### config.mk
export PLATFORM = sky130hd
export DESIGN_NAME = toy_bus_req_arbiter
export DESIGN_NICKNAME = d
export VERILOG_FILES = /design/src/rtl/toy_bus_req_arbiter.sv
export SDC_FILE = /design/constraint.sdc
export NUM_CORES = 1
export LEC_CHECK = 0
export ABC_AREA = 1
export BUFFER_PORTS_ARGS = -buffer_cell sky130_fd_sc_hd__clkbuf_2
export CORE_AREA = 10 10 137 139
export DETAILED_ROUTE_END_ITERATION = 7
export DIE_AREA = 0 0 147 149
export MAX_ROUTING_LAYER = met4
export PLACE_DENSITY = 0.74
export SYNTH_ARGS = -nofsm -noshare
export SYNTH_HDL_FRONTEND = slang
export SYNTH_SLANG_ARGS = --single-unit
### constraint.sdc
create_clock -name clk -period 2.19 [get_ports clk]
set_input_delay 0 -clock clk [delete_from_list [all_inputs] [get_ports clk]]
set_output_delay 0 -clock clk [all_outputs]
set_load 0.02 [all_outputs]
### src/rtl/toy_bus_req_arbiter.sv
// -----------------------------------------------------------------------------
// toy_bus_req_arbiter
//
// Shares the single toy bus request port between the fetch master and the LSU
// master. A round-robin arbiter picks one requester per cycle. The winning
// request is registered into a one-entry output stage that feeds the bus.
// The owner of every accepted request is pushed into an in-order tracker
// FIFO, and each returning bus ack is steered to the owner at the FIFO head.
//
// Parameters
//   ADDR_WIDTH  request address width
//   DATA_WIDTH  request / ack data width (strobe is DATA_WIDTH/8 bits)
//   SB_WIDTH    sideband width, carried unmodified
//   OST_DEPTH   maximum outstanding requests (power of 2, >= 2)
//
// Ports
//   clk, rst_n                   clock, asynchronous active-low reset
//   fetch_req_*                  fetch request (vld/rdy + addr/data/strb/opcode/sideband)
//   fetch_ack_*                  fetch ack (vld/rdy + data/sideband)
//   lsu_req_*                    LSU request, same shape as fetch
//   lsu_ack_*                    LSU ack, same shape as fetch
//   bus_req_*                    registered downstream request
//   bus_ack_*                    downstream ack
//   err_unexp_ack                sticky: an ack arrived while nothing was outstanding
// -----------------------------------------------------------------------------
module toy_bus_req_arbiter #(
    parameter int ADDR_WIDTH = 32,
    parameter int DATA_WIDTH = 32,
    parameter int SB_WIDTH   = 10,
    parameter int OST_DEPTH  = 4
) (
    input  logic                    clk,
    input  logic                    rst_n,

    // fetch master
    input  logic                    fetch_req_vld,
    output logic                    fetch_req_rdy,
    input  logic [ADDR_WIDTH-1:0]   fetch_req_addr,
    input  logic [DATA_WIDTH-1:0]   fetch_req_data,
    input  logic [DATA_WIDTH/8-1:0] fetch_req_strb,
    input  logic                    fetch_req_opcode,
    input  logic [SB_WIDTH-1:0]     fetch_req_sideband,
    output logic                    fetch_ack_vld,
    input  logic                    fetch_ack_rdy,
    output logic [DATA_WIDTH-1:0]   fetch_ack_data,
    output logic [SB_WIDTH-1:0]     fetch_ack_sideband,

    // LSU master
    input  logic                    lsu_req_vld,
    output logic                    lsu_req_rdy,
    input  logic [ADDR_WIDTH-1:0]   lsu_req_addr,
    input  logic [DATA_WIDTH-1:0]   lsu_req_data,
    input  logic [DATA_WIDTH/8-1:0] lsu_req_strb,
    input  logic                    lsu_req_opcode,
    input  logic [SB_WIDTH-1:0]     lsu_req_sideband,
    output logic                    lsu_ack_vld,
    input  logic                    lsu_ack_rdy,
    output logic [DATA_WIDTH-1:0]   lsu_ack_data,
    output logic [SB_WIDTH-1:0]     lsu_ack_sideband,

    // downstream bus
    output logic                    bus_req_vld,
    input  logic                    bus_req_rdy,
    output logic [ADDR_WIDTH-1:0]   bus_req_addr,
    output logic [DATA_WIDTH-1:0]   bus_req_data,
    output logic [DATA_WIDTH/8-1:0] bus_req_strb,
    output logic                    bus_req_opcode,
    output logic [SB_WIDTH-1:0]     bus_req_sideband,
    input  logic                    bus_ack_vld,
    output logic                    bus_ack_rdy,
    input  logic [DATA_WIDTH-1:0]   bus_ack_data,
    input  logic [SB_WIDTH-1:0]     bus_ack_sideband,

    output logic                    err_unexp_ack
);

    localparam int STRB_WIDTH = DATA_WIDTH / 8;
    localparam int PTR_W      = $clog2(OST_DEPTH);
    localparam int CNT_W      = PTR_W + 1;
    localparam logic [CNT_W-1:0] DEPTH = CNT_W'(OST_DEPTH);

    typedef enum logic {
        OWN_FETCH = 1'b0,
        OWN_LSU   = 1'b1
    } owner_e;

    // ------------------------------------------------------------------
    // State
    // ------------------------------------------------------------------
    owner_e             last_grant;
    owner_e             owner_mem [OST_DEPTH];
    logic [PTR_W-1:0]   wr_ptr;
    logic [PTR_W-1:0]   rd_ptr;
    // Counts everything accepted and not yet acked, including the entry
    // still waiting in the output stage, so it equals tracker occupancy.
    logic [CNT_W-1:0]   count;

    // ------------------------------------------------------------------
    // Arbitration
    // ------------------------------------------------------------------
    logic               out_free;
    logic               accept;
    logic               fetch_win;
    logic               lsu_win;
    logic               push;
    owner_e             winner;

    logic [ADDR_WIDTH-1:0] sel_addr;
    logic [DATA_WIDTH-1:0] sel_data;
    logic [STRB_WIDTH-1:0] sel_strb;
    logic                  sel_opcode;
    logic [SB_WIDTH-1:0]   sel_sideband;

    always_comb begin
        out_free = ~bus_req_vld | bus_req_rdy;
        // The full check looks at the registered count only, so a pop in
        // the same cycle does not open a slot until the next cycle.
        accept   = out_free & (count < DEPTH);

        // On a tie, the requester that did not win last time goes first.
        fetch_win = fetch_req_vld & (~lsu_req_vld   | (last_grant == OWN_LSU));
        lsu_win   = lsu_req_vld   & (~fetch_req_vld | (last_grant == OWN_FETCH));

        fetch_req_rdy = fetch_win & accept;
        lsu_req_rdy   = lsu_win & accept;
        push          = fetch_req_rdy | lsu_req_rdy;
        winner        = lsu_req_rdy ? OWN_LSU : OWN_FETCH;

        if (lsu_req_rdy) begin
            sel_addr     = lsu_req_addr;
            sel_data     = lsu_req_data;
            sel_strb     = lsu_req_strb;
            sel_opcode   = lsu_req_opcode;
            sel_sideband = lsu_req_sideband;
        end else begin
            sel_addr     = fetch_req_addr;
            sel_data     = fetch_req_data;
            sel_strb     = fetch_req_strb;
            sel_opcode   = fetch_req_opcode;
            sel_sideband = fetch_req_sideband;
        end
    end

    // ------------------------------------------------------------------
    // Output stage: loads on accept, holds while stalled, empties when
    // drained with nothing new behind it. The owner of the entry lives in
    // the tracker, which was written on the same accept.
    // ------------------------------------------------------------------
    always_ff @(posedge clk or negedge rst_n) begin
        if (!rst_n) begin
            bus_req_vld      <= 1'b0;
            bus_req_addr     <= '0;
            bus_req_data     <= '0;
            bus_req_strb     <= '0;
            bus_req_opcode   <= 1'b0;
            bus_req_sideband <= '0;
        end else if (push) begin
            bus_req_vld      <= 1'b1;
            bus_req_addr     <= sel_addr;
            bus_req_data     <= sel_data;
            bus_req_strb     <= sel_strb;
            bus_req_opcode   <= sel_opcode;
            bus_req_sideband <= sel_sideband;
        end else if (bus_req_rdy) begin
            bus_req_vld      <= 1'b0;
            bus_req_addr     <= '0;
            bus_req_data     <= '0;
            bus_req_strb     <= '0;
            bus_req_opcode   <= 1'b0;
            bus_req_sideband <= '0;
        end
    end

    // ------------------------------------------------------------------
    // Ack steering
    // ------------------------------------------------------------------
    logic   empty;
    logic   pop;
    owner_e head_owner;

    always_comb begin
        empty      = (count == '0);
        head_owner = owner_mem[rd_ptr];

        fetch_ack_vld = bus_ack_vld & ~empty & (head_owner == OWN_FETCH);
        lsu_ack_vld   = bus_ack_vld & ~empty & (head_owner == OWN_LSU);

        // With nothing outstanding the ack has no owner; swallow it so the
        // bus does not stall, and flag the error.
        if (empty) begin
            bus_ack_rdy = 1'b1;
        end else if (head_owner == OWN_FETCH) begin
            bus_ack_rdy = fetch_ack_rdy;
        end else begin
            bus_ack_rdy = lsu_ack_rdy;
        end

        pop = bus_ack_vld & bus_ack_rdy & ~empty;
    end

    assign fetch_ack_data     = bus_ack_data;
    assign fetch_ack_sideband = bus_ack_sideband;
    assign lsu_ack_data       = bus_ack_data;
    assign lsu_ack_sideband   = bus_ack_sideband;

    // ------------------------------------------------------------------
    // Tracker FIFO, round-robin pointer and error flag
    // ------------------------------------------------------------------
    always_ff @(posedge clk or negedge rst_n) begin
        if (!rst_n) begin
            wr_ptr        <= '0;
            rd_ptr        <= '0;
            count         <= '0;
            last_grant    <= OWN_LSU;
            err_unexp_ack <= 1'b0;
            for (int i = 0; i < OST_DEPTH; i++) begin
                owner_mem[i] <= OWN_FETCH;
            end
        end else begin
            if (push) begin
                owner_mem[wr_ptr] <= winner;
                wr_ptr            <= wr_ptr + PTR_W'(1);
                last_grant        <= winner;
            end
            if (pop) begin
                rd_ptr <= rd_ptr + PTR_W'(1);
            end
            case ({push, pop})
                2'b10:   count <= count + CNT_W'(1);
                2'b01:   count <= count - CNT_W'(1);
                default: count <= count;
            endcase
            if (bus_ack_vld & empty) begin
                err_unexp_ack <= 1'b1;
            end
        end
    end

endmodule

; Word level (Yosys, flattened, before mapping)
; Cells that the tools add are included.
[classes]
n_mux = 25
add_sub_neg = 4
n_reduce_logical = 4
eq_ne = 2
n_lt_le_gt_ge = 4
bitwise_logic = 23
[op_table]
columns = operator, n
row1 = 32-bit 2-to-1 mux, 5
row2 = 10-bit 2-to-1 mux, 3
row3 = 4-bit 2-to-1 mux, 3
row4 = 1-bit AND, 11
row5 = 1-bit 2-to-1 mux, 10
row6 = "3-bit greater-or-equal comparator, second input constant", 2
row7 = 1-bit NOT, 6
row8 = 2-bit NOT with 3-bit output, 2
row9 = 3-bit one-hot mux with 2 select lines, 1
row10 = "2-bit by 1-bit adder with 2-bit output, second input constant", 2
row11 = 4-bit bitwise mux, 1
row12 = 1-bit OR, 4
row13 = 2-bit nonzero test, 2
row14 = "3-bit by 1-bit adder with 3-bit output, second input constant", 1
row15 = 3-bit zero test, 1
row16 = "3-bit by 1-bit < comparator with 1-bit output, second input constant", 1
row17 = "3-bit < comparator, second input constant", 1
row18 = "3-bit by 1-bit subtractor with 3-bit output, second input constant", 1
row19 = 1-bit binary-select mux with 2-bit select, 1
row20 = 1-bit demux with 2-bit select, 1
row21 = "2-bit by 1-bit equality test with 1-bit output, second input constant", 1
row22 = "2-bit equality test, second input constant", 1
row23 = 1-bit logical AND, 1
[totals]
input_bits = 208
out_inout_bits = 170
ff_bits = 93
elab_cells = 77

; Depth between registers and ports, before layout
; Gate-level depths: netlist of run 1.
[logic_depth]
depth_word = 10
ltp_mapped = 13
ltp_nobuf = 13

; Worst setup path after synthesis of run 1
; Ideal clock, no wire load.
[synth_timing]
path_type = register to register
startpoint = reg rd_ptr[0]
endpoint = reg count[2]
setup_ns = 0.131
stages_incl_launch_ff = 14
n_path_buf = 0
arrival_ns = 1.842
required_time_ns = 2.059
setup_slack_ns = 0.218
synth_period_minus_slack_ns = 1.972
cell_sequence = dfrtp_1 -> inv_1 -> nand2_1 -> nand3_1 -> nand2_1 -> nand2_1 -> nand3_1 -> inv_1 -> ha_1 -> inv_1 -> fa_1 -> a21oi_1 -> o21ai_0 -> xor2_1
[synth_between]
elab_chain_cells = 10
elab_cells_between_ends = 12
classes_between = 2 x eq/ne / 6 x mux / 3 x bitwise / 1 x reduce/logical
[synth_lines]
columns = element, line_no
row1 = from (decl), 93  ; logic [PTR_W-1:0] rd_ptr;
row2 = from (signal assigned), 226  ; rd_ptr <= rd_ptr + PTR_W'(1);
row3 = 2-bit NOT with 3-bit output (implied by the code) *, 183  ; head_owner = owner_mem[rd_ptr];
row4 = 1-bit binary-select mux with 2-bit select *, 183
row5 = 1-bit 2-to-1 mux (implied by the code) * (2 in a row), 183
row6 = 1-bit 2-to-1 mux *, 192  ; end else if (head_owner == OWN_FETCH) begin
row7 = 1-bit 2-to-1 mux *, 190  ; if (empty) begin
row8 = 1-bit AND * (2 in a row), 198  ; pop = bus_ack_vld & bus_ack_rdy & ~empty;
row9 = named net pop, 178  ; logic pop;
row10 = 2-bit by 1-bit equality test with 1-bit output / 2-bit equality test (equally long branches), 228  ; case ({push, pop})
row11 = 3-bit one-hot mux with 2 select lines / 2-bit nonzero test (equally long branches), -
row12 = to (signal assigned), 229  ; 2'b10: count <= count + CNT_W'(1);
row13 = to (signal assigned), 230  ; 2'b01: count <= count - CNT_W'(1);
row14 = to (signal assigned), 231  ; default: count <= count;
row15 = to (decl), 96  ; logic [CNT_W-1:0] count;
; The timed path passes the listed nets; every way through them passes the cells marked *. The select of a mux whose other input is x is not followed.
; A chain may end at the register's enable or synchronous reset.

; Worst setup path after layout of run 1
[layout_timing]
startpoint = reg count[2]
endpoint = reg count[2]
[layout_between]
elab_chain_cells = 6
elab_cells_between_ends = 16
classes_between = 2 x add/sub / 1 x order compare / 2 x eq/ne / 2 x mux / 7 x bitwise / 2 x reduce/logical
[layout_lines]
columns = element, line_no
row1 = 3-bit zero test *, 182  ; empty = (count == '0);
row2 = 1-bit 2-to-1 mux, 190
row3 = 1-bit AND, 198
row4 = 1-bit AND *, 198
row5 = named net pop, 178
row6 = 2-bit by 1-bit equality test with 1-bit output / 2-bit equality test (equally long branches), 228
row7 = 3-bit one-hot mux with 2 select lines / 2-bit nonzero test (equally long branches), -
; The timed path passes the listed nets; every way through them passes the cells marked *.

==> results of run 1 <==
[cells in the mapped netlist]
cell	n
a21oi_1	2
a21oi_4	1
buf_2	8
buf_4	85
buf_6	3
clkbuf_1	14
clkbuf_2	9
dfrtp_1	92
dfstp_2	1
fa_1	1
ha_1	5
inv_1	101
inv_2	1
nand2_1	258
nand2_2	2
nand3_1	9
nand3_2	1
nor2_1	2
nor2_4	1
o21ai_0	73
o21ai_1	18
o21bai_1	1
or2_0	75
or2_2	4
xnor2_1	1
xor2_1	2
[metal layers]
metal	up-vias	wire length [um]	track usage, %
met5	-	0	-
met4	0	1005	11.69
met3	88	1466	5.067
met2	275	10160	29.96
met1	2567	7837	18.92
li1	2778	-	-
[power breakdown]
group          internal [mW]  leakage, nW  switching (mW)
Sequential              2.49         1.17           0.466
Combinational           1.55         3.23            2.95
Clock                  0.930        0.155           0.710
Total                   4.97         4.55            4.12
[timing repair]
item	CTS	global route
setup endpoints to repair	0	48
setup buffers	0	2
hold endpoints to repair	170	0
gates resized for setup	0	10
hold buffers	128	0
[worst max-delay path, cell delays in order (launching register included)]
cell and delay (ns):
dfrtp_1 0.39, inv_1 0.08, nand3_1 0.16, nand2_2 0.11, inv_1 0.10, nand3_2 0.08
inv_1 0.06, ha_1 0.13, inv_1 0.07, fa_2 0.34, a21oi_1 0.13, o21ai_0 0.11
xor2_1 0.16
[worst paths after layout]
| kind | cells after the start | from | slack [ns] | endpoint |
|---|---|---|---|---|
| max | 12 | count[2]$_DFFE_PN0P_ | 0.16 | count[2]$_DFFE_PN0P_ |
| min | 0 | bus_ack_data[28] | 0.00001 | lsu_ack_data[28] |
| max reg2reg | 12 | count[2]$_DFFE_PN0P_ | 0.16 | count[2]$_DFFE_PN0P_ |
| min reg2reg | 2 | bus_req_data[10]$_DFFE_PN0P_ | 0.47 | bus_req_data[10]$_DFFE_PN0P_ |
| max in group asynchronous | 3 | rst_n | 1.40 | bus_req_data[8]$_DFFE_PN0P_ |
| min in group asynchronous | 2 | rst_n | 0.09 | err_unexp_ack$_DFFE_PN0P_ |
[cell families after synthesis]
family                   after synthesis  synth area share, %
buffers and inverters                221                21.04
adder cells (fa/ha/maj)                6                1.457
AND/OR/NAND/NOR                      352                27.33
flip-flops                            93                41.08
XOR/XNOR                               3               0.4637
AO/OA/AOI/OAI                         95                8.632
[state kept, by name, indices dropped and copies added, names as in the netlist]
| signal | count |
|---|---|
| bus_req_vld | 1 |
| bus_req_opcode | 1 |
| owner_mem | 4 |
| bus_req_strb | 4 |
| err_unexp_ack | 1 |
| rd_ptr | 2 |
| wr_ptr | 2 |
| last_grant | 1 |
| bus_req_data | 32 |
| bus_req_addr | 32 |
| bus_req_sideband | 10 |
| count | 3 |
[layout make-up]
| cell class | count | area (um^2) |
|---|---|---|
| Inverter | 102 | 382.9 |
| Sequential cell | 93 | 2328 |
| Tap cell | 220 | 275.3 |
| Multi-Input combinational cell | 457 | 2191 |
| Clock buffer | 10 | 239.0 |
| Fill cell | 1491 | 8051 |
| Antenna cell | 4 | 10.01 |
| Timing Repair Buffer | 387 | 2625 |
| Clock inverter | 6 | 68.82 |
==> summary.md, run 1 <==
The clock-pin transition on the worst setup and hold timing paths is 0.07 ns. Global routing consumed, over all layers together, 18.16% of the routing resources. The logs give 42.54% for the worst-case headroom to the max-slew limit and 0.8378 for the routability congestion estimate from global placement. The count of pins over their slew limit came out at 0. Detailed routing inserted a total of 5708 vias. The class of the tightest hold or removal check is in -> out. The number of global-route vias before repair is 5930, and the maximum achievable frequency is 0.4931 GHz. Setup violations remaining at the end of the flow were counted as 0.

The first routing iteration left 289 violations. After routing the design area is 8120 um^2. The pin count of the biggest net entering global routing was 165.

The finished layout holds 1279 standard cells, fillers aside. The maximum VDD drop was 0.5346 mV. Synthesis produced a netlist with a net count of 984. The die height was 149 um. The tools report the root cell of the clock tree as clkbuf_16. Prior to clock tree synthesis, the placed netlist has a worst setup slack of 0.02490 ns.

378 I/O pins were placed. Row generation in the floorplan step produced 47 rows. No sink is reached through more buffers than the 2 on the longest clock path. The layout-stage area growth over the synthesis result is 43.27%, and the number of buffers created by CTS is 9. The HPWL reported at the end of detailed placement came out at 13.22 mm. Using the TritonRoute via totals, the vias-per-cell ratio works out to 4.463. The post-synthesis cell count is 770, and the aggregate routed wire length is 20.47 mm. TritonCTS built the clock tree. The worst path meets setup with 0.1618 ns of slack. At the end of the flow, the number of nets in the layout was 1264.

Flip-flop and latch count after synthesis: 93. In this run the tool buffered the top-level ports with 251 buffer cells. The clock period minus worst slack was 2.028 ns. For this design the ratio of total power to cell area is 1120 nW/um^2. The first global-routing pass estimated 31.02 mm of wire.

After synthesis, flip-flops and latches occupy 41.08% of the total area. By area the synthesized netlist is led by dfrtp_1 (41%), nand2_1 (17%), buf_4 (11%). The later pin in the worst-skew pair is clocked with a latency of 0.34 ns.

For the final routed DRC violation total, the log shows 0. The placed cell area is 6470 um^2, and the total negative setup slack is 0 ns. The measured slew at the worst slew-check pin was 0.8619 ns. In the final routed layout, each cell accounts on average for 16.01 um.

In the layout the commonest cells are nand2_1 (255), clkbuf_2 (250), dlygate4sd3_1 (128). The first detailed-routing pass ran for 4 iterations. The arrival time at the worst endpoint came out at 2.25 ns. The share of the synthesized area in the top cell type is 40.62%, and the count of final hold-check violations is 0. The tools report the category of the worst setup path capture point as a flip-flop.

The number of distinct library cells after synthesis is 26, and the required arrival time at the worst endpoint is 2.41 ns. The number of warnings issued by yosys is 0. The post-route fraction of the period consumed by the critical path was 92.61%; the initial antenna violation count was 4. Final global-route overflow total: 0. Dividing the synthesized area by the synthesized cell count gives 7.361 um^2. The share of layout cells above drive strength 1 is 27.96%. For this design the static power due to leakage is 4.555 nW. The total instance count after detailed placement was 1128; the final cell utilization of the core was 50.21%. The cell area that synthesis handed to floorplanning was 5668 um^2. The clock drives 93 sinks.

Power comes to 9.096 mW. The number of H-tree levels came out at 3. Largest area contributor in the netlist: dfrtp_1. The setup path with the least slack is of type reg -> reg. The initial utilization of the core area, before any placement, comes to 35.05%.

STA classifies the critical path startpoint as a flip-flop. The clock arrives with 0.009266 ns of skew. The floorplan step defined a core boundary enclosing 16170 um^2. The detail route stage leaves a number of antenna-violating nets equal to 0. Leaving out fill and tap cells, the most frequent cell in the layout is nand2_1. The maximum fanout encountered on the critical timing path is 4. Max-cap violations in this run came to 0.

Measured along the x axis, the die boundary spans 147 um. The final hold slack is 0.00001035 ns. The run finished with clean final reports.

The floorplan step defined a die boundary enclosing 21900 um^2.
(Power assumes the default switching activity.)
==> run 2: changes to the inputs <==
--- a/config.mk
+++ b/config.mk
@@ -7,11 +7,12 @@
 export LEC_CHECK = 0
 export ABC_AREA = 1
 export BUFFER_PORTS_ARGS = -buffer_cell sky130_fd_sc_hd__clkbuf_2
-export CORE_AREA = 10 10 137 139
+export CORE_AREA = 10 10 140 142
+export CTS_CLUSTER_SIZE = 12
 export DETAILED_ROUTE_END_ITERATION = 7
-export DIE_AREA = 0 0 147 149
+export DIE_AREA = 0 0 150 152
 export MAX_ROUTING_LAYER = met4
-export PLACE_DENSITY = 0.74
+export PLACE_DENSITY = 0.71
 export SYNTH_ARGS = -nofsm -noshare
 export SYNTH_HDL_FRONTEND = slang
 export SYNTH_SLANG_ARGS = --single-unit
==> constraint.sdc (replaced) <==
create_clock -name clk -period 2.34 [get_ports clk]
set_input_delay 0 -clock clk [delete_from_list [all_inputs] [get_ports clk]]
set_output_delay 0 -clock clk [all_outputs]
set_load 0.02 [all_outputs]
==> summary.md, run 2 (synthesized netlist as in run 1, its figures left out) <==
The total instance count after detailed placement was 1131 (+0.27%). The total number of nets in the final design came out at 1289 (+2.0%). Number of clock sinks seen by CTS: 93 (unchanged). The starting utilization of the core area is 33.47% (-1.6 points). The routed wire length per instance was 15.46 um (-3.4%). The most common cell after layout, fill and taps aside was nand2_1. By instance count, the cell type seen most on the critical path is nand2_1.

Routability congestion estimate from global placement: 0.8171 (-2.5%). STA classifies the critical path endpoint as a flip-flop. For hold timing, the worst endpoint is lsu_ack_sideband[6]. The clock-pin transition on the worst setup and hold timing paths was 0.07 ns (about the same). Final non-filler cell total: 1305 (+2.0%).

The detailed router's first-iteration violation count came out at 222 (-23%). Count of input and output buffers: 251 (unchanged). Among cell families on the critical path, the largest total delay comes from buffers and inverters. The via density per instance was 4.444 (-0.41%). The flow ran to the end, and the final reports show no timing, DRC or antenna violations. The required arrival time at the worst endpoint came out at 2.58 ns (+0.17 ns). In the layout the commonest cells are nand2_1 (258), clkbuf_2 (250), dlygate4sd3_1 (156). Register-to-register path setup slack: 0.12 ns (-0.04 ns). In this run the most critical hold path is launched from bus_ack_sideband[6]. The setup slack at placement was 0.1931 ns (+0.1682 ns). The total negative setup slack was 0 ns (unchanged). The overall die width was 150 um (+2.0%); the worst-case headroom to the max-slew limit was 60.14% (+18 points).

Number of primary I/O pins: 378 (unchanged). The worst setup skew after layout is 0.008145 ns (-0.001121 ns), and the die height is 152 um (+2.0%). The depth of the most critical reg-to-reg path came out at 8 (-4).

The maximum fanout encountered on the critical timing path is 82 (+78). The overall track demand over capacity in global routing is 17.19% (-0.98 points), and the maximum achievable frequency is 0.4501 GHz (-8.7%). The clock latency on the worst-skew pair is 0.35 ns (about the same). The root cell of the clock tree is clkbuf_16. Maximum VDD drop: 0.5809 mV (+8.7%). The count of final hold-check violations came out at 0 (unchanged).

For the final global-route overflow total, the log shows 0 (unchanged). The run gives 2165 um^2 (-1.2%) as the area occupied by multi-input gates. The layout-stage area growth over the synthesis result is 48.68%.

The longest individual stage delay on the worst path came out at 0.54 ns (+0.15 ns). The tools report the wire length of the first global-routing pass as 31.10 mm (+0.27%). The tools report the placement row count as 48 (+2.1%). The run gives 5800 (+1.6%) as the via count of the routed design. The worst register-to-register path ends at bus_req_data[22]$_DFFE_PN0P_.

The worst path buffer plus inverter count is 3 (-1), and the leakage power is 4.612 nW (+1.3%). Category of the most critical setup path: reg -> reg. The count of pins over their slew limit was 0 (unchanged); the pin count of the biggest net entering global routing was 165 (unchanged). The tools report the number of antenna-violating nets in the routed design as 0 (unchanged). Core box area: 16940 um^2 (+4.7%). The measured slew at the worst slew-check pin is 0.5979 ns (-0.2640 ns), and the number of setup violations in the final report is 0 (unchanged). For the initial antenna violation count, the log shows 0 (-4). Final routed DRC violation total: 0 (unchanged).

The arrival time at the worst endpoint came out at 2.46 ns (+0.21 ns). Antenna diode count: 0 (-4). The power density over cell area works out to 1067 nW/um^2 (-4.7%). The post-route worst setup slack is 0.1183 ns (-0.04349 ns).

The run gives 6 (+2) as the total iterations of the first detailed-routing run. The share of layout cells above drive strength 1 came out at 26.57% (-1.4 points). For the count of fill cells added during filler insertion, the log shows 1546 (+3.7%).

The worst hold path belongs to the class in -> out. The slowest stage of the critical path belongs to the cell dlygate4sd3_1. The depth of the worst hold-timing path was 0 (unchanged). The reg-to-reg startpoint was bus_req_vld$_DFFE_PN0P_.

Walking the worst path, the cells encountered are a21oi_4 > nand3_4 > buf_12 > clkbuf_16 > or2_0 > nand2_1 > dlygate4sd3_1 > nand2_1. The area taken by flip-flops and latches was 2328 um^2 (unchanged). In the final layout, the registers with the most flip-flops are bus_req_addr (32), bus_req_data (32), bus_req_sideband (10). The run gives 6077 (+2.5%) as the number of global-route vias before repair. The startpoint kind of the worst setup timing path is a flip-flop. The number of H-tree levels was 3 (unchanged); the clock period minus worst slack was 2.222 ns (+0.1935 ns). The instance count on the critical path was 8 (-4); the number of buffers created by CTS was 9 (unchanged). HPWL reported at the end of detailed placement: 12.40 mm (-6.2%). TritonCTS built the clock tree. The tools report the aggregate routed wire length as 20.18 mm (-1.4%). The logs give 2 (unchanged) for the buffer levels on the longest clock path and 22800 um^2 (+4.1%) for the overall die area. The count of maximum capacitance violations is 0 (unchanged). Post-route fraction of the period consumed by the critical path: 94.94% (+2.3 points).
-- run 2: cell count changes in the layout (fill, tap and decap cells not counted), sizes merged --
cell / previous run / this run
buf: 9 / 6
bufinv: 1 / 2
clkinv: 2 / 3
diode: 4 / 0
dlygate4sd3: 128 / 156
inv: 105 / 104
nor2: 4 / 3
-- run 2: report_power, final --
group	switching (mW)	internal, mW	total (mW)
combinational	2.79	1.84	4.63
clock	0.664	0.943	1.61
sequential	0.421	2.33	2.75
total	3.88	5.11	8.99
-- run 2: layout make-up --
cell class	count	area share (%)
timing repair buffer	413	34.98
sequential	93	27.63
multi-input combinational	456	25.69
inverter	102	4.543
tap	225	3.341
clock buffer	9	2.673
clock inverter	7	1.143
-- run 2: stage by stage --
stage          power (mW)  instance area, um^2  hold WS [ns]  util [%]
6_report            8.991                 8427    0.00001025     49.76
5_1_grt             9.711                 8427    0.00004766     49.76
4_1_cts             8.915                 8357     0.0001903     49.34
3_5_place_dp        6.685                 6474     0.0002001     38.22
3_3_place_gp        6.581                 6474     0.0002001     38.22
2_1_floorplan       5.520                 5668       -0.2956         -
-- run 2: worst max-delay path by stage --
stage | slack (ns) | startpoint | to
floorplan | 0.37 | rd_ptr[0]$_DFFE_PN0P_ | count[2]$_DFFE_PN0P_
global placement | 0.25 | rd_ptr[0]$_DFFE_PN0P_ | count[2]$_DFFE_PN0P_
detailed placement | 0.19 | rd_ptr[0]$_DFFE_PN0P_ | count[2]$_DFFE_PN0P_
CTS | 0.02 | last_grant$_DFFE_PN1P_ | bus_req_data[4]$_DFFE_PN0P_
global route | -0.009 | rd_ptr[0]$_DFFE_PN0P_ | count[2]$_DFFE_PN0P_
finish | 0.12 | bus_req_vld$_DFFE_PN0P_ | bus_req_data[22]$_DFFE_PN0P_
-- run 2: layer usage --
layer | global-route usage (%) | vias up | routed length [um]
met2 | 28.78 | 246 | 10120
li1 | - | 2831 | -
met4 | 7.500 | 0 | 767
met1 | 18.01 | 2648 | 7538
met3 | 5.732 | 75 | 1750
met5 | - | - | 0
-- run 2: repair_timing --
action                     CTS  global route
setup endpoints to repair    0            46
setup buffers                0             1
gates resized for setup      0             8
hold endpoints to repair   123             0
hold buffers               156             0
